`config.mk`:
```
export PLATFORM = sky130hd
export DESIGN_NAME = seq_magnitude_comparator
export DESIGN_NICKNAME = d
export VERILOG_FILES = /design/src/rtl/seq_magnitude_comparator.sv
export SDC_FILE = /design/constraint.sdc
export NUM_CORES = 1
export LEC_CHECK = 0
export CAP_MARGIN = 20
export CORE_MARGIN = 8
export CORE_UTILIZATION = 51
export DETAILED_ROUTE_END_ITERATION = 8
export PLACE_DENSITY_LB_ADDON = 0.12
export SYNTH_ARGS = -nofsm -noshare
export SYNTH_HDL_FRONTEND = slang
export SYNTH_SLANG_ARGS = --single-unit
```
`constraint.sdc`:
```
create_clock -name clk -period 4.68 [get_ports clk]
set_input_delay 0.936 -clock clk [delete_from_list [all_inputs] [get_ports clk]]
set_output_delay 0.936 -clock clk [all_outputs]
set_load 0.005 [all_outputs]
```
`src/rtl/seq_magnitude_comparator.sv`:
```
`default_nettype none
// ============================================================================
// Module      : seq_magnitude_comparator
// Description : Multi-cycle WIDTH-bit magnitude comparator. Compares SLICE-bit
//               slices MSB-first, one per clock, with early exit on the first
//               mismatching slice. Unsigned or two's-complement compare.
// Revision    : 1.0 - initial release
// ============================================================================
module seq_magnitude_comparator #(
    parameter int WIDTH = 8,
    parameter int SLICE = 4
) (
    input  logic             clk,
    input  logic             rst_n,
    input  logic             start,
    input  logic [WIDTH-1:0] a,
    input  logic [WIDTH-1:0] b,
    input  logic             signed_mode,
    output logic             busy,
    output logic             done,
    output logic             eq,
    output logic             gt,
    output logic             lt
);

    localparam int NSLICE = WIDTH / SLICE;
    localparam int IDX_W  = (NSLICE > 1) ? $clog2(NSLICE) : 1;
    localparam int NPAD   = 1 << IDX_W;

    localparam logic [IDX_W-1:0] c_top_idx = IDX_W'(NSLICE - 1);
    localparam logic [IDX_W-1:0] c_idx_one = IDX_W'(1);

    typedef enum logic [0:0] {
        ST_IDLE = 1'b0,
        ST_CMP  = 1'b1
    } state_t;

    state_t           r_state;
    state_t           w_state_nxt;
    logic [WIDTH-1:0] r_a;
    logic [WIDTH-1:0] w_a_nxt;
    logic [WIDTH-1:0] r_b;
    logic [WIDTH-1:0] w_b_nxt;
    logic             r_signed;
    logic             w_signed_nxt;
    logic [IDX_W-1:0] r_idx;
    logic [IDX_W-1:0] w_idx_nxt;
    logic             r_done;
    logic             w_done_nxt;
    logic             r_eq;
    logic             w_eq_nxt;
    logic             r_gt;
    logic             w_gt_nxt;
    logic             r_lt;
    logic             w_lt_nxt;

    // Slice table padded to a power of two so any index value is in range.
    logic [SLICE-1:0] w_a_sl [NPAD];
    logic [SLICE-1:0] w_b_sl [NPAD];

    genvar gi;
    generate
        for (gi = 0; gi < NPAD; gi++) begin : g_slice
            if (gi < NSLICE) begin : g_real
                assign w_a_sl[gi] = r_a[gi*SLICE +: SLICE];
                assign w_b_sl[gi] = r_b[gi*SLICE +: SLICE];
            end else begin : g_pad
                assign w_a_sl[gi] = '0;
                assign w_b_sl[gi] = '0;
            end
        end
    endgenerate

    // Flipping the sign bit of the top slice maps two's-complement order
    // onto unsigned order, so one unsigned comparator serves both modes.
    logic [SLICE-1:0] w_bias;
    logic [SLICE-1:0] w_sa;
    logic [SLICE-1:0] w_sb;

    assign w_bias = {r_signed && (r_idx == c_top_idx), {(SLICE-1){1'b0}}};
    assign w_sa   = w_a_sl[r_idx] ^ w_bias;
    assign w_sb   = w_b_sl[r_idx] ^ w_bias;

    always_comb begin
        w_state_nxt  = r_state;
        w_a_nxt      = r_a;
        w_b_nxt      = r_b;
        w_signed_nxt = r_signed;
        w_idx_nxt    = r_idx;
        w_done_nxt   = 1'b0;
        w_eq_nxt     = r_eq;
        w_gt_nxt     = r_gt;
        w_lt_nxt     = r_lt;
        case (r_state)
            ST_IDLE: begin
                if (start) begin
                    w_a_nxt      = a;
                    w_b_nxt      = b;
                    w_signed_nxt = signed_mode;
                    w_idx_nxt    = c_top_idx;
                    w_state_nxt  = ST_CMP;
                end
            end
            ST_CMP: begin
                if (w_sa != w_sb) begin
                    w_gt_nxt    = (w_sa > w_sb);
                    w_lt_nxt    = (w_sa < w_sb);
                    w_eq_nxt    = 1'b0;
                    w_done_nxt  = 1'b1;
                    w_state_nxt = ST_IDLE;
                end else if (r_idx != '0) begin
                    w_idx_nxt = r_idx - c_idx_one;
                end else begin
                    w_eq_nxt    = 1'b1;
                    w_gt_nxt    = 1'b0;
                    w_lt_nxt    = 1'b0;
                    w_done_nxt  = 1'b1;
                    w_state_nxt = ST_IDLE;
                end
            end
            default: begin
                w_state_nxt = ST_IDLE;
            end
        endcase
    end

    always_ff @(posedge clk or negedge rst_n) begin
        if (!rst_n) begin
            r_state  <= ST_IDLE;
            r_a      <= '0;
            r_b      <= '0;
            r_signed <= 1'b0;
            r_idx    <= '0;
            r_done   <= 1'b0;
            r_eq     <= 1'b0;
            r_gt     <= 1'b0;
            r_lt     <= 1'b0;
        end else begin
            r_state  <= w_state_nxt;
            r_a      <= w_a_nxt;
            r_b      <= w_b_nxt;
            r_signed <= w_signed_nxt;
            r_idx    <= w_idx_nxt;
            r_done   <= w_done_nxt;
            r_eq     <= w_eq_nxt;
            r_gt     <= w_gt_nxt;
            r_lt     <= w_lt_nxt;
        end
    end

    assign busy = (r_state == ST_CMP);
    assign done = r_done;
    assign eq   = r_eq;
    assign gt   = r_gt;
    assign lt   = r_lt;

endmodule
`default_nettype wire

```
==> flow_metrics.tcl, run 1 <==
set metrics [dict create \
    status "finished clean" \
    cts_tree "built" \
    swShare 0.324 \
    nNetsFinal 131 \
    ys_seq_area_frac 0.530 \
    post_route_cells_drive_above_1_share 0.160 \
    final-hold-violation-count 0 \
    fin_setup_tns_ps 0 \
    drtIter0Drc 2 \
    post-route-period-util 0.520 \
    core_area_um2 1980 \
    io-pin-count 25 \
    wl_per_cell_um 13.0 \
    initial_utilization 0.548 \
    htreeDepth 1 \
    worstHoldPathType "reg -> reg" \
    postSynthCellCount 80 \
    ant_nets 0 \
    routed_via_density 5.05 \
    maxCapViolCount 0 \
    crit_path_cell_trace "clkdlybuf4s50_1 > nor2b_2 > mux2_1" \
    setup_viol 0 \
    clock_power_share 0.115 \
    cts_buffer_depth 2 \
    clk_pin_slew_ps 120 \
    io_buffers 24 \
    finalWirelength_um 1730 \
    tightestPinTransition_ps 1060 \
    clock_insertion_delay_worst_skew_ps 300 \
    finalPower_mw 0.745 \
    rsz0062_at_grt "false" \
    startpoint_type "input port" \
    numCtsBuffers 3 \
    crit_slowest_cell "nor2b_2" \
    max_slew_margin 0.288 \
    powerDensity_nw_per_um2 541 \
    fin_hold_ws_ps 493 \
    route.detailed.drc 0 \
    dp_hpwl_um 1330 \
    via_count 672 \
    syn_area_per_cell_um2 13.6 \
    grt_pass1_wl_um 3070 \
    max_stage_delay_ps 840 \
    synth_cell_types 22 \
    diodes 0 \
    holdBufCountCts 0 \
    grt_antenna_before_repair 0 \
    vdd_drop_max_mv 0.338 \
    synth_area_um2 1090 \
    leakagePower_nw 0.621 \
    cp.arrival_ps 2630 \
    ys_seq_elements 23 \
    yosysWarningCount 0 \
    gr-usage-all-layers 0.0949 \
    rows 16 \
    cellInternalPower_mw 0.503 \
    share_seq_of_total_power 0.439 \
    skew_ps 3.35 \
    end_kind "register" \
    fin_crit_ps 2430 \
    place_congestion 0.702 \
    required_ps 4870 \
    crit_fanout 19 \
    cts_resized 0 \
    firstDrtPassIters 3 \
    cts_sinks 23 \
    post_cts_buffers 0 \
    area_growth_pct 26.8 \
    slew_viol_final 0 \
    power_switching_mw 0.242 \
    root_buffer "clkbuf_4" \
    fmaxAchievable_mhz 411 \
    combPwrFrac 0.445 \
    critPathKind "in -> reg" \
    grt_pass1_vias 732 \
    die_h_um 62.1 \
    design.die.area_um2 3860 \
    synth.net_count 104 \
    globalRouteOverflowTotal 0 \
    die-width_um 62.1 \
    grt_max_degree 24 \
]
==> kinds of logic after synthesis <==
logic type / synth area share
mux: 0.263
flops: 0.530
buf+inv: 0.0323
compound gates: 0.0576
simple gates: 0.0553
xor+xnor: 0.0161
fa+ha+maj: 0.0461
==> power groups by stage <==
| stage | Clock (mW) | Combinational (mW) | Sequential [mW] |
|---|---|---|---|
| final | 0.0860 | 0.332 | 0.327 |
| after global routing | 0.0991 | 0.378 | 0.337 |
| after CTS | 0.0923 | 0.336 | 0.329 |
| after detailed placement | 0 | 0.336 | 0.331 |
| after global placement | 0 | 0.327 | 0.330 |
| after floorplan | 0 | 0.249 | 0.317 |
==> placed cells by master (no fill, tap or decap), types with 2 or more instances in the layout <==
cell	instances
clkdlybuf4s50_1	24
dfrtp_1	23
mux2_1	9
mux2_4	8
nand2_1	6
ha_1	4
mux2i_1	3
mux2_2	3
a21oi_1	3
o21ai_0	3
clkbuf_4	3
xnor2_1	2
nor2_1	2
a31o_1	2
inv_1	2
==> per-layer routing <==
| layer | share of wire | global-route usage | up-vias |
|---|---|---|---|
| li1 | - | - | 333 |
| met1 | 0.48 | 0.112 | 318 |
| met2 | 0.45 | 0.147 | 17 |
| met3 | 0.054 | 0.0376 | 4 |
| met4 | 0.016 | 0.0437 | 0 |
| met5 | 0 | 0 | - |
==> flip-flops by register name, summed over array words and instances (netlist names) <==
name	count
lt	1
r_a	8
r_signed	1
gt	1
done	1
r_b	8
r_idx	1
busy	1
eq	1
==> cell usage after synthesis <==
cell type,count,area share
nand4_1,1,0.0058
a31o_1,2,0.016
nand2b_1,1,0.0058
inv_1,2,0.0069
nand3_1,1,0.0046
and3_1,1,0.0058
nand2_1,6,0.021
a21o_1,1,0.0069
a22oi_1,1,0.0069
buf_2,1,0.0046
mux2i_1,3,0.028
xnor2_1,2,0.016
buf_6,2,0.021
a21oi_1,3,0.014
ha_1,4,0.046
nor2b_1,1,0.0058
dfrtp_1,23,0.53
mux2_4,8,0.11
o21ai_0,3,0.014
mux2_1,9,0.093
nor2_1,2,0.0069
mux2_2,3,0.031
==> worst paths after layout <==
path,start,end,slack [ps],cells after the start
setup / recovery,start,r_b[6],2250,3
hold / removal,r_b[4],r_b[4],490,1
setup reg to reg,r_idx,gt,2600,6
hold reg to reg,r_b[4],r_b[4],490,1
max in group asynchronous,rst_n,busy,3340,2
min in group asynchronous,rst_n,r_a[1],910,1
==> final cells by class <==
| class | instances | area (um2) |
|---|---|---|
| clock inverters | 1 | 5.00 |
| clock buffers | 3 | 22.5 |
| multi-input cells | 52 | 478 |
| inverters | 2 | 7.51 |
| flip-flops and latches | 23 | 576 |
| repair buffers | 25 | 255 |
| well taps | 27 | 33.8 |
| fillers | 150 | 604 |
==> critical path: cells and delay by family <==
| kind | cells | cell delay (ps) |
|---|---|---|
| buffers and inverters | 1 | 450 |
| AND/OR/NAND/NOR | 1 | 840 |
| multiplexers | 1 | 390 |
==> through the flow <==
stage / cells / utilization / worst slack, ps / cell area (um2)
global placement: 128 / 0.674 / 1960 / 1340
global route: 133 / 0.695 / 2190 / 1380
detailed placement: 128 / 0.674 / 1920 / 1340
finish: 133 / 0.695 / 2250 / 1380
floorplan: 80 / - / 2820 / 1090
CTS: 132 / 0.688 / 2260 / 1360
Power figures use the tool's default switching activity.
==> run 2: changes to the inputs <==
- CORE_UTILIZATION: 51 -> 43
- clock period: 4.68 -> 2.2 ns (I/O delays scaled with it)
==> run 2 against run 1 <==
Sequential power is 110% higher. Via count is 1.2% higher. Critical path type is now reg -> reg. Global-route usage hardly changed. Sequential share of layout area is 0.34 points lower. Flip-flop and latch count stayed put.
==> flow_metrics.tcl, run 2 (synthesis gave the netlist of run 1 again) <==
set metrics [dict create \
    nNetsFinal 133 \
    ant_nets 0 \
    grt_antenna_before_repair 0 \
    grt_max_degree 24 \
    post_cts_buffers 0 \
    io_buffers 24 \
    globalRouteOverflowTotal 0 \
    initial_utilization 0.447 \
    rows 18 \
    skew_ps 12.3 \
    use_met2 0.148 \
    via_count 680 \
    holdBufCountCts 0 \
    gr-usage-all-layers 0.0945 \
    cts_buffer_depth 2 \
    end_kind "register" \
    final-hold-violation-count 0 \
    crit_start "r_idx" \
    max_stage_delay_ps 510 \
    leakagePower_nw 0.627 \
    max_slew_margin 0.804 \
    required_ps 2410 \
    layout_common_cells "clkdlybuf4s50_1 (24), dfrtp_1 (23), mux2_1 (9)" \
    rr_startpoint "r_idx" \
    fmaxAchievable_mhz 522 \
    crit_fanout 6 \
    cp-endpoint "gt" \
    finalWirelength_um 1850 \
    dp_hpwl_um 1430 \
    route.detailed.drc 0 \
    crit_slowest_cell "dfrtp_1" \
    fin_setup_tns_ps 0 \
    cts_tree "built" \
    io-pin-count 25 \
    tightestPinTransition_ps 293 \
    timing.reg2reg.setup_slack_ps 280 \
    htreeDepth 1 \
    design.die.area_um2 4390 \
    numCtsBuffers 3 \
    grt_util_met1 0.106 \
    reg2regPathDepth 6 \
    routed_via_density 4.93 \
    dp_cells 134 \
    grtUsageMet3 0.0373 \
    layout_commonest_cell "clkdlybuf4s50_1" \
    reg2reg_to "gt" \
    critPathKind "reg -> reg" \
    cp.arrival_ps 2120 \
    status "finished clean" \
    diodes 0 \
    reg.largest.list "r_a x8, r_b x8" \
    root_buffer "clkbuf_4" \
    die_h_um 66.3 \
    drtIter0Drc 20 \
    powerDensity_nw_per_um2 1150 \
    fin_crit_ps 1920 \
    worstHoldPathType "in -> async" \
    area_growth_pct 27.9 \
    cts_resized 0 \
    grt_pass1_vias 742 \
    crit_cells 6 \
    clk_pin_slew_ps 130 \
    vdd_drop_max_mv 0.607 \
    grt_pass1_wl_um 3180 \
    fin_hold_ws_ps 467 \
    post-route-period-util 0.871 \
    critPathBufInv 0 \
    crit_path_cell_trace "mux2_2 > ha_1 > nand4_1 > nand2_1 > and3_1 > a31o_1" \
    stdcell_count 138 \
    core_area_um2 2430 \
    cts_sinks 23 \
    die-width_um 66.3 \
    clock_insertion_delay_worst_skew_ps 310 \
    top_usage_layer "met2" \
    slew_viol_final 0 \
    rsz0062_at_grt "false" \
    maxCapViolCount 0 \
    setup_viol 0 \
    firstDrtPassIters 4 \
    post_route_cells_drive_above_1_share 0.176 \
    startpoint_type "register" \
    crit_family "flip-flops" \
    wl_per_cell_um 13.4 \
    place_congestion 0.790 \
]
[run 2: worst min-delay path by stage]
| stage | cells past startpoint | start | endpoint |
|---|---|---|---|
| 2_1_floorplan | 0 | rst_n | busy |
| 3_3_place_gp | 1 | r_b[4] | r_b[4] |
| 3_5_place_dp | 1 | r_b[4] | r_b[4] |
| 4_1_cts | 2 | rst_n | r_idx |
| 5_1_grt | 2 | rst_n | r_a[2] |
| 6_report | 2 | rst_n | r_idx |
[run 2: per-stage QoR]
stage	utilization	cell area (um2)	total power, mW	worst slack, ps
final	0.571	1390	1.60	284
after global routing	0.571	1390	1.75	136
after CTS	0.571	1390	1.63	263
after detailed placement	0.560	1360	1.44	289
after global placement	0.560	1360	1.42	356
after floorplan	-	1090	1.20	336
[run 2: metal layers]
layer | share of wire | routed length, um | up-vias
met5 | 0 | 0 | -
met4 | 0.0097 | 18 | 0
met3 | 0.064 | 118 | 2
met2 | 0.47 | 861 | 16
met1 | 0.46 | 852 | 323
li1 | - | - | 339
[run 2: area by class of cell]
cell class                      count  area, um2
Fill cell                         218       1040
Sequential cell                    23        576
Inverter                            2       7.51
Clock buffer                        3       22.5
Tap cell                           30       37.5
Multi-Input combinational cell     52        478
Timing Repair Buffer               27        263
Clock inverter                      1       5.00
[run 2: power breakdown]
| part | switching, mW | internal (mW) |
|---|---|---|
| registers | 0.105 | 0.588 |
| logic | 0.297 | 0.424 |
| clock network | 0.120 | 0.0677 |
| total | 0.522 | 1.08 |
==> run 3: changes to the inputs <==
- ABC_AREA: not set -> 1
- CORE_UTILIZATION: 43 -> 44
==> run 3 against run 2 <==
Clock skew grew 4.4 ps. Via count grew 38%. Hold slack got worse by 25 ps. Setup slack improved by 36 ps. Routed wire length rose by 32%. Highest routed layer unchanged. Flip-flop and latch count is the same.
==> flow_metrics.tcl, run 3 <==
set metrics [dict create \
    leakagePower_nw 0.718 \
    root_buffer "clkbuf_4" \
    rsz0062_at_grt "false" \
    area_growth_pct 25.8 \
    maxCapViolCount 0 \
    multiInputGateArea_um2 465 \
    wl_per_cell_um 13.1 \
    worstHoldPathType "in -> async" \
    yosysWarningCount 0 \
    reg.largest.list "r_a x8, r_b x8" \
    slew_viol_final 0 \
    numCtsBuffers 3 \
    cts_tree "built" \
    postSynth.asyncResetShare 1.00 \
    fin_hold_ws_ps 442 \
    fillers 240 \
    synth_area_um2 1100 \
    die_h_um 66.1 \
    fin_area_um2 1390 \
    route.detailed.drc 0 \
    rows 18 \
    routed_via_density 5.04 \
    htreeDepth 1 \
    ys_seq_elements 23 \
    cp.arrival_ps 2140 \
    diodes 0 \
    layout_common_cells "nand2_1 (55), clkdlybuf4s50_1 (24), dfrtp_1 (23)" \
    io-pin-count 25 \
    grt_pass1_wl_um 4260 \
    design.die.area_um2 4360 \
    yosysTopAreaCell "dfrtp_1" \
    vdd_drop_max_mv 0.591 \
    place_congestion 0.910 \
    yosysTopAreaCellShare 0.522 \
    grt_pass1_vias 960 \
    final-hold-violation-count 0 \
    post_cts_buffers 0 \
    synth.net_count 156 \
    regArea_um2 576 \
    synth_cell_types 17 \
    startpoint_type "register" \
    tightestPinTransition_ps 397 \
    place_area_um2 1360 \
    gr-usage-all-layers 0.124 \
    cts_sinks 23 \
    via_count 938 \
    skew_ps 16.6 \
    powerDensity_nw_per_um2 1240 \
    clock_insertion_delay_worst_skew_ps 330 \
    cts_resized 0 \
    postSynthCellCount 132 \
    max_slew_margin 0.736 \
    clk_pin_slew_ps 140 \
    io_buffers 24 \
    dp_hpwl_um 1810 \
    nNetsFinal 181 \
    required_ps 2460 \
    ys_seq_area_frac 0.522 \
    crit_fanout 13 \
    finalWirelength_um 2450 \
    layout_commonest_cell "nand2_1" \
    setup_viol 0 \
    drtIter0Drc 35 \
    yosys-top-cells-count "nand2_1 (55), dfrtp_1 (23), nand3_1 (20)" \
    globalRouteOverflowTotal 0 \
    die-width_um 66.1 \
    status "finished clean" \
    syn_area_per_cell_um2 8.35 \
    ant_nets 0 \
    post-route-period-util 0.854 \
    synth_enable_flop_cells 0 \
    fin_crit_ps 1880 \
    holdBufCountCts 0 \
    end_kind "register" \
    core_area_um2 2430 \
    synth_flop_cell "dfrtp_1" \
    fin_setup_tns_ps 0 \
    post_route_cells_drive_above_1_share 0.0577 \
    grt_antenna_before_repair 0 \
    fmaxAchievable_mhz 532 \
    initial_utilization 0.453 \
    critPathKind "reg -> reg" \
    cts_buffer_depth 2 \
    yosys-top-cells-area "dfrtp_1 (52%), nand2_1 (19%), nand3_1 (9.1%), ha_1 (4.5%), buf_2 (1.8%)" \
    firstDrtPassIters 4 \
    synth.most_common_cell "nand2_1" \
    grt_max_degree 24 \
]
run 3: per-stage QoR:
stage	utilization	cells	power, mW	worst slack [ps]
after CTS	0.570	186	1.74	348
final	0.570	186	1.72	320
after floorplan	-	132	1.27	663
after global routing	0.570	186	1.90	144
after detailed placement	0.558	182	1.53	411
after global placement	0.558	182	1.50	488
run 3: area by class of cell:
cell class,count,share of cell area
Multi-Input combinational cell,97,0.336
Clock inverter,1,0.00542
Inverter,6,0.0162
Clock buffer,3,0.0162
Sequential cell,23,0.415
Timing Repair Buffer,26,0.184
Tap cell,30,0.0271
run 3: path summary, 6_finish.rpt:
check | startpoint | end | slack, ps | cells after the start
worst max register to register | r_idx | gt | 320 | 8
min in group clk | r_a[0] | r_a[0] | 490 | 2
worst min-delay path | rst_n | r_signed | 440 | 2
worst max-delay path | r_idx | gt | 320 | 8
max in group asynchronous | rst_n | r_b[0] | 1510 | 2
worst min register to register | r_a[0] | r_a[0] | 490 | 2
run 3: per-layer routing:
layer / track usage / part of all wire / vias to the layer above
met5: 0 / 0 / -
met3: 0.0288 / 0.058 / 4
li1: - / - / 469
met1: 0.146 / 0.45 / 438
met4: 0.0773 / 0.017 / 0
met2: 0.200 / 0.48 / 27
run 3: kinds of logic after synthesis:
logic type / after synthesis / synth area share
AND/OR/NAND/NOR: 81 / 0.301
flip-flops: 23 / 0.522
buffers and inverters: 12 / 0.0556
AO/OA/AOI/OAI: 8 / 0.0420
adder cells (fa/ha/maj): 4 / 0.0454
XOR/XNOR: 2 / 0.0159
multiplexers: 2 / 0.0182
run 3: worst max-delay path, stage by stage, from the launching register on:
cell and delay (ps):
dfrtp_1 610, inv_1 190, nand2_1 90, nand2_1 60, ha_1 280, nand2_1 70
o21ai_0 310, nand3_1 110, nand2_1 80
run 3: power by group:
| part | switching [mW] | internal, mW | total, mW |
|---|---|---|---|
| sequential | 0.126 | 0.595 | 0.721 |
| combinational | 0.444 | 0.353 | 0.797 |
| clock | 0.137 | 0.0696 | 0.207 |
